$ cat src/rtl/elevator_pkg.sv
// Shared types and helpers for the elevator car and its neighbouring timers.
package elevator_pkg;

    typedef enum logic [1:0] {
        CAR_IDLE = 2'b00,
        CAR_MOVE = 2'b01,
        CAR_DOOR = 2'b10
    } car_state_t;

    // Index width for a count of n items, never narrower than one bit.
    function automatic int floor_w(input int n);
        return (n <= 2) ? 1 : $clog2(n);
    endfunction

endpackage

$ cat src/rtl/elevator_car_if.sv
// Car <-> request queue / indicator bundle; master is the queue/display side.
interface elevator_car_if #(
    parameter int NUM_FLOORS = 8
) ();
    import elevator_pkg::*;

    localparam int FW = floor_w(NUM_FLOORS);

    logic [FW-1:0]         default_floor;
    logic [NUM_FLOORS-1:0] req;
    logic [NUM_FLOORS-1:0] clear_req;
    logic [FW-1:0]         current_floor;
    logic                  current_up_ndown;
    logic                  moving;
    logic                  door_open;
    car_state_t            state;

    modport master (
        output default_floor, req,
        input  clear_req, current_floor, current_up_ndown, moving, door_open, state
    );

    modport slave (
        input  default_floor, req,
        output clear_req, current_floor, current_up_ndown, moving, door_open, state
    );

endinterface

$ cat src/rtl/elevator_car_tick_divider.sv
// Free-running divider: one-cycle tick every TICK_DIV clocks.
module tick_divider
    import elevator_pkg::*;
#(
    parameter int TICK_DIV = 1000000
) (
    input  logic clk,
    input  logic reset,
    output logic tick
);
    localparam int CW = floor_w(TICK_DIV);

    logic [CW-1:0] cnt;

    assign tick = (cnt == CW'(TICK_DIV - 1));

    always_ff @(posedge clk or posedge reset) begin
        if (reset)     cnt <= '0;
        else if (tick) cnt <= '0;
        else           cnt <= cnt + CW'(1);
    end

endmodule

$ cat src/rtl/elevator_car.sv
// SCAN-style elevator car: serves the level-held request vector, dwells with
// the door open per stop, and homes to default_floor when nothing is pending.
module elevator_car
    import elevator_pkg::*;
#(
    parameter int NUM_FLOORS = 8,
    parameter int TICK_DIV   = 1000000,
    parameter int DOOR_TICKS = 3
) (
    input  logic clk,
    input  logic reset,
    elevator_car_if.slave bus
);
    localparam int FW = floor_w(NUM_FLOORS);
    localparam int DW = floor_w(DOOR_TICKS + 1);
    localparam logic [FW-1:0] TOP = FW'(NUM_FLOORS - 1);

    logic tick;

    tick_divider #(.TICK_DIV(TICK_DIV)) u_div (
        .clk   (clk),
        .reset (reset),
        .tick  (tick)
    );

    car_state_t            state_q;
    logic [FW-1:0]         floor_q;
    logic                  up_q, moving_q, door_q;
    logic [NUM_FLOORS-1:0] clear_q;
    logic [DW-1:0]         door_cnt;

    logic [NUM_FLOORS-1:0] here_mask;
    logic                  here, above, below, ahead, behind, at_end;
    logic [FW-1:0]         home;

    always_comb begin
        here_mask = '0;
        above     = 1'b0;
        below     = 1'b0;
        for (int i = 0; i < NUM_FLOORS; i++) begin
            here_mask[i] = (i == int'(floor_q));
            if (i > int'(floor_q)) above |= bus.req[i];
            if (i < int'(floor_q)) below |= bus.req[i];
        end
        here   = |(bus.req & here_mask);
        ahead  = up_q ? above : below;
        behind = up_q ? below : above;
        at_end = up_q ? (floor_q == TOP) : (floor_q == '0);
        home   = (int'(bus.default_floor) >= NUM_FLOORS) ? TOP : bus.default_floor;
    end

    always_ff @(posedge clk or posedge reset) begin
        if (reset) begin
            state_q  <= CAR_IDLE;
            floor_q  <= '0;
            up_q     <= 1'b1;
            moving_q <= 1'b0;
            door_q   <= 1'b0;
            clear_q  <= '0;
            door_cnt <= '0;
        end else begin
            clear_q <= '0;
            case (state_q)
                CAR_IDLE: begin
                    if (here) begin
                        state_q  <= CAR_DOOR;
                        moving_q <= 1'b0;
                        door_q   <= 1'b1;
                        door_cnt <= DW'(DOOR_TICKS);
                        clear_q  <= here_mask;
                    end else if (ahead) begin
                        state_q  <= CAR_MOVE;
                        moving_q <= 1'b1;
                    end else if (behind) begin
                        up_q     <= ~up_q;
                        state_q  <= CAR_MOVE;
                        moving_q <= 1'b1;
                    end else if (floor_q != home) begin
                        // Homing stays in IDLE so a new request wins next cycle.
                        up_q     <= (home > floor_q);
                        moving_q <= 1'b1;
                        if (tick)
                            floor_q <= (home > floor_q) ? floor_q + FW'(1) : floor_q - FW'(1);
                    end else begin
                        moving_q <= 1'b0;
                    end
                end
                CAR_MOVE: begin
                    if (tick) begin
                        if (at_end) begin
                            state_q  <= CAR_IDLE;
                            moving_q <= 1'b0;
                        end else begin
                            floor_q <= up_q ? floor_q + FW'(1) : floor_q - FW'(1);
                        end
                    end else if (here) begin
                        state_q  <= CAR_DOOR;
                        moving_q <= 1'b0;
                        door_q   <= 1'b1;
                        door_cnt <= DW'(DOOR_TICKS);
                        clear_q  <= here_mask;
                    end else if (!ahead && behind) begin
                        up_q <= ~up_q;
                    end else if (!ahead) begin
                        state_q  <= CAR_IDLE;
                        moving_q <= 1'b0;
                    end
                end
                CAR_DOOR: begin
                    // A fresh call at the open floor is absorbed without extending dwell.
                    if (here) clear_q <= here_mask;
                    if (tick) begin
                        if (door_cnt <= DW'(1)) begin
                            door_cnt <= '0;
                            door_q   <= 1'b0;
                            if (ahead) begin
                                state_q  <= CAR_MOVE;
                                moving_q <= 1'b1;
                            end else if (behind) begin
                                up_q     <= ~up_q;
                                state_q  <= CAR_MOVE;
                                moving_q <= 1'b1;
                            end else begin
                                state_q <= CAR_IDLE;
                            end
                        end else begin
                            door_cnt <= door_cnt - DW'(1);
                        end
                    end
                end
                default: begin
                    state_q  <= CAR_IDLE;
                    moving_q <= 1'b0;
                    door_q   <= 1'b0;
                end
            endcase
        end
    end

    assign bus.clear_req        = clear_q;
    assign bus.current_floor    = floor_q;
    assign bus.current_up_ndown = up_q;
    assign bus.moving           = moving_q;
    assign bus.door_open        = door_q;
    assign bus.state            = state_q;

endmodule

$ cat src/flat_wrapper.sv
// flat-port wrapper written by rule: the top's interface ports become plain ports
module elevator_car_flat import elevator_pkg::*;
#(
    parameter int NUM_FLOORS = 8,
    parameter int TICK_DIV   = 1000000,
    parameter int DOOR_TICKS = 3
)
  (clk, reset, bus_default_floor, bus_req, bus_clear_req, bus_current_floor, bus_current_up_ndown, bus_moving, bus_door_open, bus_state);
  elevator_car_if #(.NUM_FLOORS(NUM_FLOORS)) bus_i ();
  input  logic clk;
  input  logic reset;
  input wire logic [$bits(bus_i.default_floor)-1:0] bus_default_floor;
  input wire logic [$bits(bus_i.req)-1:0] bus_req;
  output wire logic [$bits(bus_i.clear_req)-1:0] bus_clear_req;
  output wire logic [$bits(bus_i.current_floor)-1:0] bus_current_floor;
  output wire logic [$bits(bus_i.current_up_ndown)-1:0] bus_current_up_ndown;
  output wire logic [$bits(bus_i.moving)-1:0] bus_moving;
  output wire logic [$bits(bus_i.door_open)-1:0] bus_door_open;
  output wire logic [$bits(bus_i.state)-1:0] bus_state;
  assign bus_i.default_floor = bus_default_floor;
  assign bus_i.req = bus_req;
  assign bus_clear_req = bus_i.clear_req;
  assign bus_current_floor = bus_i.current_floor;
  assign bus_current_up_ndown = bus_i.current_up_ndown;
  assign bus_moving = bus_i.moving;
  assign bus_door_open = bus_i.door_open;
  assign bus_state = bus_i.state;
  elevator_car #(.NUM_FLOORS(NUM_FLOORS), .TICK_DIV(TICK_DIV), .DOOR_TICKS(DOOR_TICKS)) u_core (.clk(clk), .reset(reset), .bus(bus_i));
endmodule
$ cat config.mk
export PLATFORM = sky130hd
export DESIGN_NAME = elevator_car_flat
export DESIGN_NICKNAME = d
export VERILOG_FILES = /design/src/rtl/elevator_pkg.sv /design/src/rtl/elevator_car_if.sv /design/src/rtl/elevator_car_tick_divider.sv /design/src/rtl/elevator_car.sv /design/src/flat_wrapper.sv
export SDC_FILE = /design/constraint.sdc
export NUM_CORES = 1
export LEC_CHECK = 0
export CORE_ASPECT_RATIO = 1.5
export CORE_UTILIZATION = 55
export DETAILED_ROUTE_END_ITERATION = 8
export MAX_ROUTING_LAYER = met4
export PLACE_DENSITY = 0.81
export SYNTH_ARGS = -nofsm -noshare
export SYNTH_HDL_FRONTEND = slang
export SYNTH_SLANG_ARGS = --single-unit
$ cat constraint.sdc
create_clock -name clk -period 8 [get_ports clk]
set_input_delay 0.8 -clock clk [delete_from_list [all_inputs] [get_ports clk]]
set_output_delay 0.8 -clock clk [all_outputs]
set_load 0.05 [all_outputs]
==> results of run 1 <==
[worst register-to-register path, cell delays in order (launching register included)]
cell and delay (ns):
dfrtp_1 0.58, inv_1 0.22, ha_1 0.33, a222oi_1 0.38, o21ai_0 0.14, a211oi_2 0.66
inv_1 0.18, a221oi_1 0.29, o311ai_1 0.15, mux2_1 0.33
[stage by stage]
| step | utilization (%) | worst slack (ns) | power [mW] |
|---|---|---|---|
| after floorplan | - | 4.86 | 0.670 |
| after global placement | 65.9 | 4.66 | 0.800 |
| after detailed placement | 65.9 | 4.58 | 0.813 |
| after CTS | 68.3 | 4.73 | 0.954 |
| after global routing | 68.3 | 4.40 | 1.01 |
| final | 68.3 | 4.67 | 0.958 |
[routing by layer]
layer	track usage, %	vias to the layer above	share of wire [%]
met5	-	-	0
met4	10.3	0	2.5
met3	4.12	11	4.2
met2	43.9	59	53
met1	31.5	922	41
li1	-	904	-
[power by group through the flow]
stage,Combinational [mW],Clock [mW],Sequential (mW)
after CTS,0.536,0.143,0.275
after floorplan,0.313,0,0.357
after global placement,0.523,0,0.277
after detailed placement,0.535,0,0.278
final,0.540,0.141,0.276
after global routing,0.583,0.150,0.282
[synthesized netlist by cell type (2+ instances only)]
library cell | count | area [um^2]
xor2_1 | 13 | 114
nor2_1 | 26 | 97.6
a221o_1 | 2 | 20.0
nand3_1 | 11 | 55.1
o21ai_0 | 7 | 35.0
nor3_1 | 6 | 30.0
nor4_1 | 2 | 12.5
a21oi_2 | 2 | 17.5
nand2b_1 | 2 | 12.5
xnor2_1 | 6 | 52.6
a22o_1 | 2 | 17.5
inv_1 | 13 | 48.8
nand2_1 | 18 | 67.6
o21ai_2 | 2 | 17.5
mux2i_1 | 3 | 30.0
dfrtp_1 | 37 | 926
nor2b_1 | 3 | 18.8
clkbuf_1 | 4 | 15.0
and2_1 | 2 | 12.5
and3_1 | 12 | 75.1
a21oi_1 | 14 | 70.1
ha_1 | 16 | 200
a31oi_1 | 2 | 12.5
[worst paths after layout]
check / to / depth (start not counted)
hold reg to reg: u_core.u_div.cnt[0] / 1
setup reg to reg: u_core.bus.current_up_ndown / 9
setup / recovery: u_core.bus.current_up_ndown / 9
hold / removal: u_core.u_div.cnt[0] / 1
min in group asynchronous: u_core.bus.clear_req[3] / 3
max in group asynchronous: u_core.bus.current_up_ndown / 3
[cell type report]
cell class                 count  area, um^2  share of cell area (%)
inverter                      14        52.6                    1.94
timing repair buffer          29         288                    10.6
multi-input combinational    181        1260                    46.6
clock inverter                 2        12.5                   0.463
clock buffer                   6        82.6                    3.05
tap                           45        56.3                    2.08
sequential                    38         952                    35.2
[state kept, by name, indices dropped and copies added, names as in the netlist]
signal,cells
u_core.bus.current_floor,3
u_core.bus.door_open,1
u_core.bus.current_up_ndown,1
u_core.bus.moving,1
u_core.door_cnt,2
u_core.bus.state,2
u_core.u_div.cnt,20
u_core.bus.clear_req,8
[kinds of logic (layout without fill, tap and decap cells)]
family                   Yosys count  count (layout)  share of synthesized area [%]
multiplexers                       5               5                           2.46
flip-flops                        38              38                           41.6
AO/OA/AOI/OAI                     48              48                           16.0
adder cells (fa/ha/maj)           16              16                           8.74
XOR/XNOR                          19              19                           7.26
buffers and inverters             19              51                           3.44
AND/OR/NAND/NOR                   93              93                           20.5
==> summary.md, run 1 <==
| Metric | Value |
|---|---|
| Required @ worst endpoint | `8.22 ns` |
| Critical Path Start | `u_core.bus.current_floor[0]` |
| Residual DRC | `0` |
| VDD IR-drop max | `269 uV` |
| Final std cells w/o fill | `315` |
| CP most frequent cell | `inv_1` |
| Largest net degree at the start of global routing | `39` |
| Total core area | `3960 um^2` |
| Leak pwr | `1.25 nW` |
| Clk_lat worst skew | `0.29 ns` |
| Post-DP HPWL | `3510 um` |
| Post-route ant nets | `0` |
| # H-tree levels | `2` |
| CTS tree | `yes` |
| Post-CTS Setup Bufs | `0` |
| Final worst-path cycle share | `41.7%` |
| Crit path DAT | `3.56 ns` |
| Synthesized area per cell | `9.63 um^2` |
| Worst Hold Margin | `0.481 ns` |
| Syn Inst Count | `238` |
| Nature of the critical path endpoint | `register` |
| Vias in the first global route | `1866` |
| Initial drt markers | `70` |
| Commonest non-fill, non-tap cell in the layout | `dfrtp_1` |
| Total grt overflow | `0` |
| Worst path bufs/invs | `2` |
| Net Sw Frac | `47.5%` |
| Initial antenna violation count | `0` |
| Ys async rst share | `100%` |
| CP Launch Type | `register` |
| Status | `finished, final reports clean` |
| Number of synthesized flops with an enable pin | `0` |
| Gr usage total | `26.6%` |
| Most frequent cells in the layout | `37 x dfrtp_1, 28 x clkdlybuf4s50_1, 26 x nor2_1` |
| CP top delay family | `compound AO/OA/AOI/OAI gates` |
| Critical path class | `register to register` |
| Worst flop-to-flop path startpoint | `u_core.bus.current_floor[0]` |
| Vias | `1896` |
| Critical path cell sequence | `inv_1 > ha_1 > a222oi_1 > o21ai_0 > a211oi_2 > inv_1 > a221oi_1 > o311ai_1 > mux2_1` |
| Finished Cell Area | `2700 um^2` |
| Layout cells sized above 1 | `8.15%` |
| Seq pwr share | `28.8%` |
| Sw power | `0.455 mW` |
| Die Area | `4430 um^2` |
| Synth unique cells | `56` |
| Largest stage delay on the critical path | `0.66 ns` |
| Period minus WS final | `3.33 ns` |
| RePlAce Congestion | `0.887` |
| Post-synthesis cell area | `2290 um^2` |
| Setup_tns | `0 ns` |
| Max stage delay cell, worst path | `a211oi_2` |
| Die width | `54.7 um` |
| Post-CTS sizing | `0` |
| Layout fillers | `328` |
| Power share of the combinational group | `56.4%` |
| Hold buffer count at cts | `0` |
| Clk pwr share | `14.8%` |
| RSZ-0062 raised after global routing | `no` |
| Routed wire length per instance | `15.9 um` |
| FP Rows | `28` |
| R2r setup slk | `4.67 ns` |
| Placed Cells | `307` |
| Final hold violations | `0` |
| Dpl cell area | `2610 um^2` |
| Chip height | `81.0 um` |
| Max FO, Critical Path | `10` |
| Clk pin slew, worst setup/hold paths | `0.08 ns` |
| Int Pwr | `0.503 mW` |
| Hold WC Path Type | `register to register` |
| Post-synthesis sequential element count | `38` |
| Port Buf Inserts | `28` |
| Clock skew | `0.00710 ns` |
| Drt pass-1 iters | `4` |
| Clock Root Buffer | `clkbuf_8` |
| Hold_sp | `u_core.u_div.cnt[0]` |
| Max-Cap Viols | `0` |
| Nets@finish | `298` |
| # diodes | `0` |
| # setup viols final | `0` |
| Layout area overhead | `18.0%` |
| Global-route wire length before repair | `8300 um` |
| CTS max path bufs | `2` |
| Post-Route WL | `5000 um` |
| Primary FF master, synth | `dfrtp_1` |
| Sequential area share after synthesis | `41.6%` |
| Synth warnings | `0` |
| Drt via density | `6.02` |
| Max Clk Rate | `0.300 GHz` |
| Max-slew violations | `0` |
| Pwr dens | `354 nW/um^2` |
| CTS Sinks | `38` |
| Initial core utilization | `57.9%` |
| Actual slew at the worst max-slew pin | `0.914 ns` |
| Num CTS Buffers | `5` |
| Synthesized Nets | `267` |
| Slew Limit Headroom | `38.8%` |
| # IOs | `29` |
(Power assumes the default switching activity.)
==> inputs of run 2 (changes only) <==
==> constraint.sdc (replaced) <==
create_clock -name clk -period 3.3 [get_ports clk]
set_input_delay 0.33 -clock clk [delete_from_list [all_inputs] [get_ports clk]]
set_output_delay 0.33 -clock clk [all_outputs]
set_load 0.05 [all_outputs]
==> run 2 against run 1 <==
  * Count of clock-buffer cells in the layout is 1 higher
  * Critical path depth stayed put
  * Global-route usage is 2.1 points lower
  * Via count is 0.26% lower
  * Clock skew is 0.00068 ns higher
  * Critical path type unchanged
  * Largest power group unchanged
==> summary.md, run 2 (same netlist as run 1, synthesis figures left out) <==
| Metric | Value |
|---|---|
| Max-Cap Viols | `0 (unchanged)` |
| Register area | `952 um^2 (unchanged)` |
| Critical path cell sequence | `inv_1 > ha_1 > a222oi_1 > o21ai_0 > a211oi_2 > inv_1 > a221oi_1 > o311ai_1 > mux2_1` |
| Chip height | `81.0 um (unchanged)` |
| Crit path DAT | `3.16 ns (-0.40 ns)` |
| Vias | `1891 (-0.26%)` |
| Global-route wire length before repair | `7710 um (-7.1%)` |
| CTS tree | `yes` |
| RSZ-0062 raised after global routing | `no` |
| Layout cells sized above 1 | `8.46% (+0.31 points)` |
| Post-route ant nets | `0 (unchanged)` |
| Commonest non-fill, non-tap cell in the layout | `dfrtp_1` |
| Max reg flops | `20 (unchanged)` |
| Max-slew violations | `0 (unchanged)` |
| Period minus WS final | `2.95 ns (-0.388 ns)` |
| Initial core utilization | `57.9% (unchanged)` |
| CTS Sinks | `38 (unchanged)` |
| Post-CTS sizing | `0 (unchanged)` |
| Biggest register | `u_core.u_div.cnt` |
| Most frequent cells in the layout | `37 x dfrtp_1, 28 x clkdlybuf4s50_1, 26 x nor2_1` |
| CP Launch Type | `register` |
| # H-tree levels | `2 (unchanged)` |
| Die width | `54.7 um (unchanged)` |
| Dpl cell area | `2620 um^2 (+0.58%)` |
| CP most frequent cell | `inv_1` |
| Actual slew at the worst max-slew pin | `0.558 ns (-0.356 ns)` |
| Residual DRC | `0 (unchanged)` |
| Drt via density | `5.97 (-0.89%)` |
| Required @ worst endpoint | `3.52 ns (-4.70 ns)` |
| Max stage delay cell, worst path | `dfrtp_1` |
| Final std cells w/o fill | `317 (+0.63%)` |
| Final core utilization | `69.2% (+0.92 points)` |
| Post-DP HPWL | `3500 um (-0.33%)` |
| # IOs | `29 (unchanged)` |
| Max FO, Critical Path | `10 (unchanged)` |
| Finished Cell Area | `2740 um^2 (+1.3%)` |
| Die Area | `4430 um^2 (unchanged)` |
| CP top delay family | `compound AO/OA/AOI/OAI gates` |
| Total grt overflow | `0 (unchanged)` |
| Multi-input logic area | `1260 um^2 (unchanged)` |
| Critical path class | `register to register` |
| Nature of the critical path endpoint | `register` |
| Num CTS Buffers | `5 (unchanged)` |
| Pwr dens | `864 nW/um^2 (+140%)` |
| Hold buffer count at cts | `0 (unchanged)` |
| Final worst slack | `0.354 ns (-4.31 ns)` |
| Initial antenna violation count | `0 (unchanged)` |
| Initial drt markers | `72 (+2.9%)` |
| Clock skew | `0.00778 ns (+0.000682 ns)` |
| Status | `finished, final reports clean` |
| # diodes | `0 (unchanged)` |
| RePlAce Congestion | `0.899 (+1.4%)` |
| Layout area overhead | `19.6%` |
| Routed wire length per instance | `15.0 um (-5.6%)` |
| Final hold violations | `0 (unchanged)` |
| Dpl ws | `0.364 ns (-4.22 ns)` |
| VDD IR-drop max | `692 uV (+160%)` |
| Nets@finish | `300 (+0.67%)` |
| Worst Hold Margin | `0.453 ns (-0.0286 ns)` |
| Worst flop-to-flop path startpoint | `u_core.bus.current_floor[0]` |
| Layout fillers | `320 (-2.4%)` |
| Hold WC Path Type | `input port to asynchronous set/reset pin` |
| # setup viols final | `0 (unchanged)` |
| Worst path bufs/invs | `2 (unchanged)` |
| Total core area | `3960 um^2 (unchanged)` |
| Largest net degree at the start of global routing | `39 (unchanged)` |
| Pwr Total | `2.37 mW (+150%)` |
| Leak pwr | `1.27 nW (+1.7%)` |
| Drt pass-1 iters | `4 (unchanged)` |
| Gr usage total | `24.5% (-2.1 points)` |
| Final worst-path cycle share | `89.3% (+48 points)` |
| Clk pin slew, worst setup/hold paths | `0.07 ns (about the same)` |
| Placed Cells | `309 (+0.65%)` |
| Largest stage delay on the critical path | `0.55 ns (-0.11 ns)` |
| R2R depth | `9 (unchanged)` |
| R2r setup slk | `0.35 ns (-4.31 ns)` |
| FP Rows | `28 (unchanged)` |
| CTS max path bufs | `2 (unchanged)` |
| Setup_tns | `0 ns (unchanged)` |
| Slew Limit Headroom | `62.8% (+24 points)` |
| Max Clk Rate | `0.339 GHz (+13%)` |
| Vias in the first global route | `1768 (-5.3%)` |
| Post-CTS Setup Bufs | `0 (unchanged)` |
| Clk_lat worst skew | `0.29 ns (about the same)` |
| Clock Root Buffer | `clkbuf_8` |
| Post-Route WL | `4750 um (-5.0%)` |
| Port Buf Inserts | `28 (unchanged)` |
| Worst R2R End | `u_core.bus.current_up_ndown` |
run 2: worst min-delay path, stage by stage:
cell and delay (ns):
clkdlybuf4s50_1 0.39, inv_1 0.05, buf_4 0.40
run 2: worst max path at each step:
| stage | from | endpoint | slack (ns) | cells past startpoint |
|---|---|---|---|---|
| 2_1_floorplan | u_core.bus.current_floor[0] | u_core.bus.current_up_ndown | 0.16 | 9 |
| 3_3_place_gp | u_core.bus.current_floor[0] | u_core.bus.current_up_ndown | 0.36 | 9 |
| 3_5_place_dp | u_core.bus.current_floor[0] | u_core.bus.current_up_ndown | 0.36 | 9 |
| 4_1_cts | u_core.bus.current_floor[0] | u_core.bus.current_up_ndown | 0.37 | 9 |
| 5_1_grt | u_core.bus.current_floor[0] | u_core.bus.current_up_ndown | 0.09 | 9 |
| 6_report | u_core.bus.current_floor[0] | u_core.bus.current_up_ndown | 0.35 | 9 |
run 2: report_power, final:
group	leakage [nW]	internal, mW	switching [mW]
registers	0.491	0.556	0.111
logic	0.718	0.507	0.789
clock network	0.0585	0.246	0.159
run 2: layer usage:
metal	track usage, %	wire length (um)	up-vias
met5	-	0	-
met4	10.0	140	0
met3	4.31	168	16
met2	40.0	2530	52
met1	28.6	1910	914
li1	-	-	909
run 2: area by class of cell:
cell class / count / area share [%]
Multi-Input combinational cell: 181 / 46.0
Clock inverter: 1 / 1.10
Sequential cell: 38 / 34.7
Clock buffer: 7 / 3.15
Inverter: 14 / 1.92
Tap cell: 45 / 2.05
Timing Repair Buffer: 31 / 11.1
